### src/rtl/ff_emu_pkg.sv
// Shared types and the per-channel next-state rule for the flip-flop emulator bank.
package ff_emu_pkg;

    typedef enum logic [1:0] {
        FF_D  = 2'b00,
        FF_T  = 2'b01,
        FF_JK = 2'b10,
        FF_SR = 2'b11
    } ff_mode_t;

    typedef struct packed {
        logic q;
        logic invalid;
    } ff_next_t;

    function automatic ff_next_t ff_next(input ff_mode_t mode, input logic q,
                                         input logic a, input logic b);
        ff_next_t r;
        r.q       = q;
        r.invalid = 1'b0;
        case (mode)
            FF_D:    r.q = a;
            FF_T:    r.q = q ^ a;
            FF_JK: begin
                case ({a, b})
                    2'b01:   r.q = 1'b0;
                    2'b10:   r.q = 1'b1;
                    2'b11:   r.q = ~q;
                    default: r.q = q;
                endcase
            end
            default: begin
                case ({a, b})
                    2'b01:   r.q = 1'b0;
                    2'b10:   r.q = 1'b1;
                    2'b11:   r.invalid = 1'b1;
                    default: r.q = q;
                endcase
            end
        endcase
        return r;
    endfunction

endpackage

### src/rtl/slow_tick_gen.sv
// Human-visible slow clock: counts DIV system cycles per half period, pausable by hold.
module slow_tick_gen #(
    parameter int DIV = 20000000
) (
    input  logic clk,
    input  logic rst_n,
    input  logic hold,
    output logic tick,
    output logic slow_clk
);
    localparam int CW = (DIV > 1) ? $clog2(DIV) : 1;
    localparam logic [CW-1:0] CNT_MAX = CW'(DIV - 1);

    logic [CW-1:0] cnt_q, cnt_d;
    logic          slow_clk_q, slow_clk_d;
    logic          at_max;

    always_comb begin
        at_max     = (cnt_q == CNT_MAX);
        tick       = rst_n & ~hold & at_max;
        cnt_d      = cnt_q;
        slow_clk_d = slow_clk_q;
        if (!hold) begin
            cnt_d = at_max ? '0 : cnt_q + CW'(1);
        end
        if (tick) begin
            slow_clk_d = ~slow_clk_q;
        end
    end

    always_ff @(posedge clk or negedge rst_n) begin
        if (!rst_n) begin
            cnt_q      <= '0;
            slow_clk_q <= 1'b0;
        end else begin
            cnt_q      <= cnt_d;
            slow_clk_q <= slow_clk_d;
        end
    end

    assign slow_clk = slow_clk_q;

endmodule

### src/rtl/ff_emulator_bank.sv
// Bank of run-time selectable D/T/JK/SR flip-flops, all updated on the slow clock rising edge.
module ff_emulator_bank
    import ff_emu_pkg::*;
#(
    parameter int CHANNELS    = 4,
    parameter int DIV         = 20000000,
    parameter int SYNC_STAGES = 2
) (
    input  logic                clk,
    input  logic                rst_n,
    input  logic [1:0]          mode,
    input  logic [CHANNELS-1:0] in_a,
    input  logic [CHANNELS-1:0] in_b,
    input  logic                hold,
    output logic [CHANNELS-1:0] q,
    output logic [CHANNELS-1:0] q_n,
    output logic                slow_clk,
    output logic                tick,
    output logic [CHANNELS-1:0] sr_invalid
);
    logic [SYNC_STAGES-1:0][CHANNELS-1:0] a_sync_q, a_sync_d;
    logic [SYNC_STAGES-1:0][CHANNELS-1:0] b_sync_q, b_sync_d;
    logic [SYNC_STAGES-1:0][1:0]          mode_sync_q, mode_sync_d;
    logic [CHANNELS-1:0]                  a_s, b_s;
    ff_mode_t                             mode_s;
    logic                                 update;

    slow_tick_gen #(.DIV(DIV)) u_tick (
        .clk      (clk),
        .rst_n    (rst_n),
        .hold     (hold),
        .tick     (tick),
        .slow_clk (slow_clk)
    );

    always_comb begin
        a_sync_d    = {a_sync_q[SYNC_STAGES-2:0], in_a};
        b_sync_d    = {b_sync_q[SYNC_STAGES-2:0], in_b};
        mode_sync_d = {mode_sync_q[SYNC_STAGES-2:0], mode};
    end

    always_ff @(posedge clk or negedge rst_n) begin
        if (!rst_n) begin
            a_sync_q    <= '0;
            b_sync_q    <= '0;
            mode_sync_q <= '0;
        end else begin
            a_sync_q    <= a_sync_d;
            b_sync_q    <= b_sync_d;
            mode_sync_q <= mode_sync_d;
        end
    end

    assign a_s    = a_sync_q[SYNC_STAGES-1];
    assign b_s    = b_sync_q[SYNC_STAGES-1];
    assign mode_s = ff_mode_t'(mode_sync_q[SYNC_STAGES-1]);
    // Only the tick that raises slow_clk updates state.
    assign update = tick & ~slow_clk;

    for (genvar i = 0; i < CHANNELS; i++) begin : g_ch
        ff_next_t nxt;
        logic     q_q, q_d;
        logic     inv_q, inv_d;

        always_comb begin
            nxt   = ff_next(mode_s, q_q, a_s[i], b_s[i]);
            q_d   = update ? nxt.q : q_q;
            inv_d = update ? nxt.invalid : inv_q;
        end

        always_ff @(posedge clk or negedge rst_n) begin
            if (!rst_n) begin
                q_q   <= 1'b0;
                inv_q <= 1'b0;
            end else begin
                q_q   <= q_d;
                inv_q <= inv_d;
            end
        end

        assign q[i]          = q_q;
        assign sr_invalid[i] = inv_q;
    end

    assign q_n = ~q;

endmodule

### config.mk
export PLATFORM = sky130hd
export DESIGN_NAME = ff_emulator_bank
export DESIGN_NICKNAME = d
export VERILOG_FILES = /design/src/rtl/ff_emu_pkg.sv /design/src/rtl/slow_tick_gen.sv /design/src/rtl/ff_emulator_bank.sv
export SDC_FILE = /design/constraint.sdc
export NUM_CORES = 1
export LEC_CHECK = 0
export BUFFER_PORTS_ARGS = -buffer_cell sky130_fd_sc_hd__buf_4
export CORE_UTILIZATION = 60
export DETAILED_ROUTE_END_ITERATION = 10
export GPL_TIMING_DRIVEN = 0
export PLACE_DENSITY = 0.81
export SYNTH_ARGS = -nofsm -noshare
export SYNTH_HDL_FRONTEND = slang
export SYNTH_SLANG_ARGS = --single-unit
### constraint.sdc
create_clock -name clk -period 3.04 [get_ports clk]
set_input_delay 0 -clock clk [delete_from_list [all_inputs] [get_ports clk]]
set_output_delay 0 -clock clk [all_outputs]
set_load 0.02 [all_outputs]
==> reports/results.ini <==
[clock_tree]
htree_levels = 2
clockBufferDepth = 2
postCtsHoldBufs = 11
post_cts_buffers = 0
cts_buffers = 5
cts_tree = yes
root_buffer = clkbuf_8
clock_latency_ns = 0.31
clock_sinks = 54
clk_pin_slew_ns = 0.09
cts_resized = 0

[global_route]
gr-total-overflow = 0
grt_pass1_vias = 1868
grt_pass1_wl_um = 8342
grt_max_degree = 56
antenna_found_initial = 0
grtUsageTotal_pct = 24.60

[placement]
globalplace.congestion = 0.8324
post-dp-hpwl_um = 3291
port_buffers = 26

[synthesis]
yosysTopAreaCellShare_pct = 51.11
synth.distinct_cells = 35
syn_inst = 253
syn_avg_cell_area_sq_um = 10.45
yosysWarnings = 0
yosysTopAreaCell = dfrtp_1
syn-cell-area_sq_um = 2644
syn_nets = 285
yosys-top-cells-area = dfrtp_1, ha_1, nand2_1
async_flop_share_pct = 100.0
ys_seq_area_share_pct = 51.11
yosysMostFrequentCell = dfrtp_1
synth_edf_count = 0
synth_common_cells = dfrtp_1, nand2_1, inv_1, nor2_1, ha_1
synth_top_flop_cell = dfrtp_1
ys_seq_elements = 54

[die]
dieHeight_um = 68.38
io_pins = 27
dieArea_sq_um = 4676
coreArea_sq_um = 4115
fp.dieW_um = 68.38
num_rows = 23
initial_utilization_pct = 64.24

[timing]
hold_viol = 0
max_slew.worst_pin.slew_ns = 0.9754
finClkSkew_ns = 0.008828
finalCriticalPeriod_ns = 2.338
final.setup.tns_ns = 0
slew_headroom_pct = 34.37
fmax_ghz = 0.4276
drv_slew = 0
setup_violations = 0
rsz0062_at_grt = false
timing.final.crit_share_pct = 76.92

[power]
switching_share_pct = 23.79
p_leak_uw = 0.001473
switchingPower_uw = 372.1
power_frac_clock_pct = 37.6
ir_drop_v = 0.0005394
internal-power_uw = 1192
power_density_nw_per_um2 = 495.7
power_frac_seq_pct = 52.9
power_frac_comb_pct = 9.5

[critical_path]
crit_type = in2reg
path_delay_family = buffers and inverters
rr_worst_depth = 7
endpoint_kind = flop
crit_path_start = rst_n
start_kind = input port
cp_slowest_stage_delay_ns = 0.57
worstPathArrival_ns = 2.55
cp.required_ns = 3.26
worstPathCellList = dlygate4sd3_1 -> buf_4 -> nand2_1 -> or4b_4 -> buf_6 -> a311oi_2 -> mux2i_1
path_depth = 7
crit_buf_inv = 3
crit_fanout = 55
slowest_stage = or4b_4
timing.rr.start = u_tick.cnt_q[0]

[worst_hold_path]
holdPathStages = 4
hold_path_class = in2reg
min-delay-start = hold

[route]
drc = 0
via_per_inst = 5.517
drtIter0Drc = 110
antenna_left = 0
wl_um = 4887
vias = 1920
first_pass_iters = 4
avgRoutedWirePerCell_um = 14.04

[layout]
antenna_cells = 0
multi_input_area_sq_um = 1135
utilization_pct = 76.65
area_growth_pct = 19.31
layout-drive-gt1-share_pct = 17.79
nFillCells = 278
fin_nets = 329
ff_latch_area_sq_um = 1351

[run_status]
status = finished, final reports clean

[run]
cap_viol_max_count = 0

[state kept, by name, summed over array words and instances, names as in the netlist]
signal	count
u_tick.cnt_q	25
u_tick.slow_clk	1
b_sync_d	4
g_ch.q_q	4
b_s	4
a_s	4
g_ch.inv_q	4
mode_sync_d	2
mode_s	2
a_sync_d	4
[stage by stage]
| stage | worst slack, ns | instances | power, uW | instance area (sq um) | hold slack (ns) |
|---|---|---|---|---|---|
| 2_1_floorplan | 1.010 | 253 | 921.0 | 2644 | -0.2956 |
| 3_3_place_gp | 0.8169 | 329 | 970.9 | 2902 | 0.07435 |
| 3_5_place_dp | 0.7255 | 329 | 977.5 | 2902 | 0.08150 |
| 4_1_cts | 0.6766 | 348 | 1571 | 3154 | 0.03768 |
| 5_1_grt | 0.5030 | 348 | 1634 | 3154 | 0.06504 |
| 6_report | 0.7016 | 348 | 1564 | 3154 | 0.04579 |
[worst reg2reg max path: stages (launching register included)]
cell and delay [ns]:
dfrtp_1 0.39, ha_1 0.18, nand3_1 0.17, nor3_2 0.27
or4b_4 0.52, buf_6 0.16, a311oi_2 0.28, mux2i_1 0.27
[power by group through the flow]
stage / registers, uW / clock network [uW] / logic [uW]
after detailed placement: 840 / 0 / 137
after CTS: 828 / 594 / 149
after global routing: 837 / 627 / 170
final: 828 / 587 / 148
after global placement: 838 / 0 / 133
after floorplan: 830 / 0 / 90.6
[cell families after synthesis]
| family | synth area share, % |
|---|---|
| compound gates | 6.720 |
| xor+xnor | 7.619 |
| fa+ha+maj | 8.992 |
| buf+inv | 5.963 |
| flops | 51.11 |
| mux | 2.035 |
| simple gates | 17.56 |
[cell type report]
type	count	area share, %
inverter	20	2.380
clock buffer	6	2.618
sequential	54	42.84
tap	50	1.983
timing repair buffer	37	9.679
multi-input combinational	167	35.98
buffer	12	2.618
clock inverter	2	1.904
[worst paths after layout]
| check | slack (ns) | end |
|---|---|---|
| max in group asynchronous | 2.34 | u_tick.cnt_q[4] |
| worst max-delay path | 0.70 | g_ch[3].q_q |
| worst min-delay path | 0.05 | u_tick.cnt_q[0] |
| min in group asynchronous | 0.25 | g_ch[2].inv_q |
| worst max register to register | 0.71 | g_ch[3].q_q |
| worst min register to register | 0.36 | a_s[3] |
[per-layer routing]
layer	vias up	wire, um	track usage [%]	share of wire, %
li1	938	-	-	-
met1	929	2273	32.26	47
met2	47	2365	39.34	48
met3	6	192	6.000	3.9
met4	0	56	8.854	1.1
met5	-	0	0	0
[cell usage in the layout, fill, tap and decap left out, drive strengths merged, types with 2 or more instances in the layout]
| cell type | n |
|---|---|
| dfrtp | 54 |
| buf | 35 |
| nand2 | 30 |
| inv | 20 |
| nor2 | 20 |
| ha | 19 |
| o21ai | 14 |
| xor2 | 12 |
| xnor2 | 11 |
| dlygate4sd3 | 11 |
| nand3 | 9 |
| clkbuf | 9 |
| nor4 | 8 |
| nor3 | 7 |
| nand4 | 6 |
| a21oi | 4 |
| a31oi | 3 |
| mux2 | 3 |
| nor3b | 2 |
| and4bb | 2 |
| nand2b | 2 |
| o22ai | 2 |
| a22oi | 2 |
| mux2i | 2 |
| bufinv | 2 |
Power figures use the tool's default switching activity.
